--- config.mk ---
export PLATFORM = sky130hd
export DESIGN_NAME = uart_byte_rx
export DESIGN_NICKNAME = d
export VERILOG_FILES = /design/src/rtl/uart_pkg.sv /design/src/rtl/serial_sync.sv /design/src/rtl/uart_byte_rx.sv
export SDC_FILE = /design/constraint.sdc
export NUM_CORES = 1
export LEC_CHECK = 0
export CORE_UTILIZATION = 45
export DETAILED_ROUTE_END_ITERATION = 12
export GPL_ROUTABILITY_DRIVEN = 0
export PLACE_DENSITY = 0.66
export SLEW_MARGIN = 20
export SYNTH_ARGS = -nofsm -noshare
export SYNTH_HDL_FRONTEND = slang
export SYNTH_SLANG_ARGS = --single-unit
--- constraint.sdc ---
create_clock -name sysclk -period 3.29 [get_ports sysclk]
set_input_delay 0.329 -clock sysclk [delete_from_list [all_inputs] [get_ports sysclk]]
set_output_delay 0.329 -clock sysclk [all_outputs]
set_load 0.05 [all_outputs]
--- src/rtl/uart_pkg.sv ---
// Shared types and constants for the UART receive path.
// Imported by the receiver and anything that decodes its state.
package uart_pkg;

    typedef enum logic [2:0] {
        IDLE,
        START,
        DATA,
        STOP,
        BREAK
    } rx_state_t;

    localparam int UART_CLKS_PER_BIT = 50_000_000 / 9600;
    localparam int UART_DATA_BITS    = 8;
    localparam int UART_CNT_W        = 13;

endpackage

--- src/rtl/serial_sync.sv ---
// Two-flop synchronizer for asynchronous inputs that idle high.
// Both stages reset to 1 so a reset never looks like a start bit.
module serial_sync #(
    parameter int WIDTH = 1
) (
    input  logic             clk,
    input  logic             srst,
    input  logic [WIDTH-1:0] async_in,
    output logic [WIDTH-1:0] sync_out
);

    logic [WIDTH-1:0] meta_reg;
    logic [WIDTH-1:0] sync_reg;

    generate
        for (genvar gi = 0; gi < WIDTH; gi++) begin : g_bit
            always_ff @(posedge clk) begin
                if (srst) begin
                    meta_reg[gi] <= 1'b1;
                    sync_reg[gi] <= 1'b1;
                end else begin
                    meta_reg[gi] <= async_in[gi];
                    sync_reg[gi] <= meta_reg[gi];
                end
            end
        end
    endgenerate

    assign sync_out = sync_reg;

endmodule

--- src/rtl/uart_byte_rx.sv ---
// 8N1 UART receiver with a one-entry output buffer and valid/ready handoff.
// Samples each bit at mid-period, timed from the detected start edge.
module uart_byte_rx
    import uart_pkg::*;
#(
    parameter int CLK_HZ       = 50_000_000,
    parameter int BAUD         = 9600,
    parameter int CLKS_PER_BIT = CLK_HZ / BAUD
) (
    input  logic                      sysclk,
    input  logic                      reset,
    input  logic                      serialIn,
    input  logic                      rx_ready,
    output logic [UART_DATA_BITS-1:0] rx_data,
    output logic                      rx_valid,
    output logic                      frame_err,
    output logic                      overrun
);

    localparam logic [UART_CNT_W-1:0] BIT_LAST  = UART_CNT_W'(CLKS_PER_BIT - 1);
    localparam logic [UART_CNT_W-1:0] HALF_LAST = UART_CNT_W'(CLKS_PER_BIT / 2 - 1);
    localparam logic [2:0]            IDX_LAST  = 3'(UART_DATA_BITS - 1);

    logic line;

    serial_sync #(.WIDTH(1)) u_sync (
        .clk      (sysclk),
        .srst     (reset),
        .async_in (serialIn),
        .sync_out (line)
    );

    rx_state_t                 state_reg, state_next;
    logic [UART_CNT_W-1:0]     baud_cnt_reg, baud_cnt_next;
    logic [2:0]                bit_idx_reg, bit_idx_next;
    logic [UART_DATA_BITS-1:0] shift_reg, shift_next;
    logic [UART_DATA_BITS-1:0] data_reg, data_next;
    logic                      valid_reg, valid_next;
    logic                      frame_err_reg, frame_err_next;
    logic                      overrun_reg, overrun_next;

    always_ff @(posedge sysclk) begin
        if (reset) begin
            state_reg     <= IDLE;
            baud_cnt_reg  <= '0;
            bit_idx_reg   <= '0;
            shift_reg     <= '0;
            data_reg      <= '0;
            valid_reg     <= 1'b0;
            frame_err_reg <= 1'b0;
            overrun_reg   <= 1'b0;
        end else begin
            state_reg     <= state_next;
            baud_cnt_reg  <= baud_cnt_next;
            bit_idx_reg   <= bit_idx_next;
            shift_reg     <= shift_next;
            data_reg      <= data_next;
            valid_reg     <= valid_next;
            frame_err_reg <= frame_err_next;
            overrun_reg   <= overrun_next;
        end
    end

    always_comb begin
        state_next     = state_reg;
        baud_cnt_next  = baud_cnt_reg;
        bit_idx_next   = bit_idx_reg;
        shift_next     = shift_reg;
        data_next      = data_reg;
        valid_next     = valid_reg;
        frame_err_next = 1'b0;
        overrun_next   = 1'b0;

        // A completed transfer frees the buffer; a same-cycle load below re-arms it.
        if (valid_reg && rx_ready) begin
            valid_next = 1'b0;
        end

        case (state_reg)
            IDLE: begin
                if (!line) begin
                    baud_cnt_next = '0;
                    state_next    = START;
                end
            end
            START: begin
                if (baud_cnt_reg == HALF_LAST) begin
                    baud_cnt_next = '0;
                    bit_idx_next  = '0;
                    state_next    = line ? IDLE : DATA;
                end else begin
                    baud_cnt_next = baud_cnt_reg + 1'b1;
                end
            end
            DATA: begin
                if (baud_cnt_reg == BIT_LAST) begin
                    baud_cnt_next          = '0;
                    shift_next[bit_idx_reg] = line;
                    if (bit_idx_reg == IDX_LAST) begin
                        state_next = STOP;
                    end else begin
                        bit_idx_next = bit_idx_reg + 3'd1;
                    end
                end else begin
                    baud_cnt_next = baud_cnt_reg + 1'b1;
                end
            end
            STOP: begin
                if (baud_cnt_reg == BIT_LAST) begin
                    baud_cnt_next = '0;
                    if (line) begin
                        state_next = IDLE;
                        if (!valid_reg || rx_ready) begin
                            data_next  = shift_reg;
                            valid_next = 1'b1;
                        end else begin
                            overrun_next = 1'b1;
                        end
                    end else begin
                        frame_err_next = 1'b1;
                        state_next     = BREAK;
                    end
                end else begin
                    baud_cnt_next = baud_cnt_reg + 1'b1;
                end
            end
            BREAK: begin
                if (line) begin
                    state_next = IDLE;
                end
            end
            default: begin
                state_next = IDLE;
            end
        endcase
    end

    assign rx_data   = data_reg;
    assign rx_valid  = valid_reg;
    assign frame_err = frame_err_reg;
    assign overrun   = overrun_reg;

endmodule

==> results of run 1 <==
how the worst max path moves through the flow:
stage / from / endpoint / depth (start not counted)
final: baud_cnt_reg[0] / state_reg[1] / 5
after global routing: baud_cnt_reg[0] / state_reg[2] / 6
after CTS: baud_cnt_reg[0] / state_reg[1] / 5
after detailed placement: baud_cnt_reg[0] / state_reg[1] / 5
after global placement: baud_cnt_reg[0] / state_reg[1] / 5
after floorplan: baud_cnt_reg[0] / baud_cnt_reg[1] / 8
cell type report:
cell class                 instances  area share, %
clock buffer                       5          3.019
inverter                           2         0.3293
tap                               52          2.854
multi-input combinational        168          49.78
clock inverter                     3          2.086
sequential                        40          35.13
timing repair buffer              16          6.806
stage by stage:
step | std cells | hold slack, ns
detailed placement | 278 | 0.4158
global route | 286 | 0.4556
global placement | 278 | 0.4117
CTS | 286 | 0.4393
floorplan | 225 | 0.3895
finish | 286 | 0.4296
critical path, stage by stage, from the launching register on:
cell and delay (ns):
dfxtp_1 0.40, ha_1 0.22, nor3b_4 0.28, nand4_2 0.20, a22o_1 0.52, o311a_1 0.44
cells in the final DEF (no fill, tap or decap), types with 3 or more instances in the layout:
master and n:
nor2_1 25, mux2i_1 18, nor3b_1 3, nand2_1 15, nand2b_1 4, a31oi_1 10
nor2b_1 5, clkbuf_8 5, and2_1 3, a21oi_1 7, or3_1 10, nand3_1 17
and4_1 3, or2_2 4, dfxtp_1 40, nand4_1 10, ha_1 4, clkdlybuf4s50_1 14
logic make-up after synthesis:
kind of cell	count (synthesis)	share of synthesized area, %
buf+inv	17	4.858
simple gates	117	34.50
mux	18	8.856
fa+ha+maj	4	2.460
flops	40	39.36
compound gates	29	9.963
metal layers:
metal / part of all wire [%] / track usage, % / vias up
met5: 0 / 0 / -
met4: 1.6 / 8.390 / 0
met3: 3.8 / 4.360 / 6
met2: 43 / 27.72 / 29
met1: 51 / 24.06 / 735
li1: - / - / 830
power breakdown:
group | internal (W) | leakage [nW] | switching (W)
Clock | 0.000228 | 0.0583 | 0.000178
Combinational | 0.0000245 | 0.452 | 0.0000438
Sequential | 0.000488 | 0.323 | 0.00000878
Total | 0.000741 | 0.833 | 0.000231
==> impl_metrics.yaml, run 1 <==
critical_path:
  cp.required_ns: 3.49
  reg2regPathDepth: 5
  timing_worst_setup_path_type: "flip-flop to flip-flop"
  end_kind: "flip-flop"
  regToRegStartpoint: "baud_cnt_reg[0]"
  ff_to_ff_end: "state_reg[1]"
  arrival_ns: 2.35
  setup.worst_path.start_class: "flip-flop"
  critical_path_peak_fanout: 18
  r2r_setup_slack_ns: 1.14
timing:
  final.setup.worst_slack_ns: 1.137
  setup_tns_ns: 0
  period_share_pct: 65.43
  max_clock_freq_mhz: 464.5
  timing.clock.skew_ns: 0.01219
  layout_min_cycle_time_ns: 2.153
  setup_repair_after_global_routing_missed_its_margin: "false"
  timing_max_transition_violations_final: 0
  slew_headroom_pct: 30.25
  finalHoldViolations: 0
  worst_max_slew_pin_slew_ns: 1.043
  final-setup-viol-count: 0
synthesis:
  post-synth-top-area-cell: "dfxtp_1"
  synthesis.area_um2: 2034
  synth.ff_latch_count: 40
  synth-edff-count: 0
  synthesis.nets: 233
  synthTopCellsByArea: "dfxtp_1 (39%), mux2i_1 (8.9%), nor2_1 (4.6%)"
  ys_types: 45
  synth.most_common_cell: "dfxtp_1"
  synthDominantCellAreaShare_pct: 39.36
  post_synthesis_cell_count: 225
  yosysWarningCount: 0
  ys_seq_area_share_pct: 39.36
  fraction_of_registers_with_async_set_or_reset_after_synthesis_pct: 0
  syn-mean-instance-area_um2: 9.042
  ys.flop_type: "dfxtp_1"
  synth.top_cells.by_count: "dfxtp_1 (40), nor2_1 (25), mux2i_1 (18)"
floorplanning:
  design.portCount: 15
  coreArea_um2: 4354
  initial_utilization_pct: 46.72
  chipHeight_um: 69.24
  die-area_um2: 4794
  fp-row-count: 24
  die-width_um: 69.24
drt:
  wl_per_cell_um: 13.88
  detail_route.drc_violations: 0
  drt-vias-per-instance: 5.594
  ant_nets: 0
  wl_um: 3971
  num_vias: 1600
  detailed_route_iter0_violations: 153
  drt_pass_1_iters: 4
grt:
  grt-ovfl-total: 0
  maximum_number_of_pins_on_one_net_before_global_route_repair: 29
  global_route.usage.total_pct: 18.11
  antenna_found_initial: 0
  first_global_vias: 1535
  grt_first_pass_wirelength_um: 7031
placement:
  place_worst_setup_slack_ns: 1.150
  placement.io_buffers: 14
  detailedPlacementHpwl_um: 2726
  postPlaceCellArea_um2: 2163
cts:
  tritoncts_clock_tree: "done"
  cts_made_buffers: 5
  clock_sinks: 40
  cts_root_buffer: "clkbuf_8"
  post_cts_buffers: 0
  clock_tree.buffer_depth: 2
  worstSkewPairLatency_ns: 0.30
  cts.clk_slew.worst_paths_ns: 0.09
  cts_max_level: 2
  cts_hold_buf: 0
  post_cts_resize_count: 0
final_layout:
  antenna_cells: 0
  fillCellCount: 409
  multiInputGateArea_um2: 1135
  final_core_utilization_pct: 52.36
  post_route_cells_drive_above_1_share_pct: 10.68
  finalInstanceArea_um2: 2280
  register_area_um2: 800.8
  largest_register_ff_count: 13
  nNetsFinal: 241
  flow.area_growth_from_synthesis_pct: 12.05
power:
  power.density_nw_per_um2: 426.4
  vdd.ir_drop.worst_v: 0.0001820
  total_power_w: 0.0009721
  p_leak_nw: 0.8335
status:
  status: "complete, no violations"
min_path:
  min_to: "u_sync.sync_out"
  worst_hold_path.num_cells: 1
  worstHoldStart: "u_sync.meta_reg"
  holdCritPathClass: "flip-flop to flip-flop"
job:
  max_cap_violations: 0
Power figures use the tool's default switching activity.
==> inputs of run 2 (changes only) <==
Settings changed: PLACE_DENSITY 0.66 to 0.68.
Clock period 3.29 ns to 1.9 ns, I/O delays scaled along.
==> impl_metrics.yaml, run 2 (synthesized netlist as in run 1, its figures left out) <==
cts:
  cts_max_level: 2
  tritoncts_clock_tree: "done"
  cts.clk_slew.worst_paths_ns: 0.08
  cts_made_buffers: 5
  cts_root_buffer: "clkbuf_8"
  clock_tree.buffer_depth: 2
  clock_sinks: 40
  worstSkewPairLatency_ns: 0.30
critical_path:
  critical_path_peak_fanout: 10
  arrival_ns: 2.04
  timing_worst_setup_path_type: "flip-flop to flip-flop"
  reg2regPathDepth: 7
  setup.worst_path.start_class: "flip-flop"
  end_kind: "flip-flop"
  cp.required_ns: 2.09
timing:
  finalHoldViolations: 0
  max_clock_freq_mhz: 540.2
  timing_max_transition_violations_final: 0
  fin_hold_ws_ns: 0.4231
  period_share_pct: 97.43
  slew_headroom_pct: 66.76
  worst_max_slew_pin_slew_ns: 0.4971
  setup_repair_after_global_routing_missed_its_margin: "true"
  setup_tns_ns: 0
  final-setup-viol-count: 0
  layout_min_cycle_time_ns: 1.851
  timing.clock.skew_ns: 0.01127
grt:
  first_global_vias: 1494
  grt-ovfl-total: 0
  antenna_found_initial: 0
  global_route.usage.total_pct: 18.33
  grt_first_pass_wirelength_um: 7065
  maximum_number_of_pins_on_one_net_before_global_route_repair: 41
final_layout:
  nNetsFinal: 259
  fillCellCount: 371
  finalInstanceArea_um2: 2511
  largest_register_ff_count: 13
  antenna_cells: 0
  mostFrequentLayoutCell: "dfxtp_1"
  mostFrequentLayoutCells: "dfxtp_1 (38), nor2_1 (25), mux2i_1 (18)"
  post_route_cells_drive_above_1_share_pct: 20.24
  flow.area_growth_from_synthesis_pct: 23.43
  final_core_utilization_pct: 57.67
floorplanning:
  die-area_um2: 4794
  chipHeight_um: 69.24
  fp-row-count: 24
  coreArea_um2: 4354
  die-width_um: 69.24
  design.portCount: 15
  initial_utilization_pct: 46.72
placement:
  detailedPlacementHpwl_um: 2719
  placement.io_buffers: 14
  postPlaceCellArea_um2: 2296
min_path:
  worst_hold_path.num_cells: 1
  holdCritPathClass: "flip-flop to flip-flop"
power:
  vdd.ir_drop.worst_v: 0.0003726
  p_leak_nw: 0.9368
  power.density_nw_per_um2: 700.9
drt:
  ant_nets: 0
  num_vias: 1683
  wl_um: 4218
  drt-vias-per-instance: 5.536
  drt_pass_1_iters: 4
  detailed_route_iter0_violations: 97
  detail_route.drc_violations: 0
  wl_per_cell_um: 13.88
job:
  max_cap_violations: 0
status:
  status: "complete, no violations"
run 2: changes by cell type in the layout (fill, tap and decap cells not counted), moves of 2 or more:
cell / before / now
buf_4: 2 / 16
buf_6: 0 / 3
dfxtp_1: 40 / 38
dfxtp_2: 0 / 2
nor3b_4: 1 / 3
nor4_1: 2 / 0
nor4_2: 0 / 2
run 2: timing repair:
action,CTS,global route
hold buffers,0,0
gates resized for setup,1,15
pin swaps,0,6
setup endpoints to repair,11,26
buffers inserted,0,2
run 2: worst paths after layout:
check | slack (ns) | endpoint | start
worst min register to register | 0.42 | u_sync.sync_out | u_sync.meta_reg
worst max register to register | 0.05 | baud_cnt_reg[7] | baud_cnt_reg[0]
worst min-delay path | 0.42 | u_sync.sync_out | u_sync.meta_reg
worst max-delay path | 0.05 | baud_cnt_reg[7] | baud_cnt_reg[0]
run 2: routing by layer:
| metal | GRT usage [%] | part of all wire, % | routed length (um) | vias up |
|---|---|---|---|---|
| li1 | - | - | - | 867 |
| met5 | 0 | 0 | 0 | - |
| met1 | 25.62 | 50 | 2116 | 777 |
| met3 | 4.942 | 4.1 | 175 | 7 |
| met4 | 6.803 | 1.6 | 66 | 0 |
| met2 | 26.97 | 44 | 1859 | 32 |
run 2: metrics by stage:
step	setup WS (ns)	cells	power (W)
after floorplan	0.03808	225	0.0009818
after global placement	0.04300	294	0.001026
after detailed placement	-0.03702	294	0.001026
after CTS	-0.01920	302	0.001762
after global routing	-0.02952	304	0.001830
final	0.04889	304	0.001760
run 2: worst max-delay path, stage by stage (launching register included):
cell     delay, ns
dfxtp_2       0.36
ha_4          0.13
nor3b_4       0.27
nand4_2       0.24
a22o_4        0.37
buf_4         0.18
nand3_1       0.09
a31oi_1       0.09
run 2: final cells by class:
class                   count  area (um^2)  share of cell area, %
clock inverters             2        38.79                  1.545
well taps                  52        65.06                  2.591
repair buffers             34        314.1                  12.51
flip-flops and latches     40        803.3                  31.99
multi-input cells         168         1200                  47.78
clock buffers               6        82.58                  3.288
inverters                   2        7.507                 0.2990
run 2: power breakdown:
group          leakage (nW)  switching, W  internal (W)
registers             0.324     0.0000110      0.000846
logic                 0.552     0.0000939     0.0000709
clock network        0.0614      0.000309      0.000429
total                 0.937      0.000413       0.00135
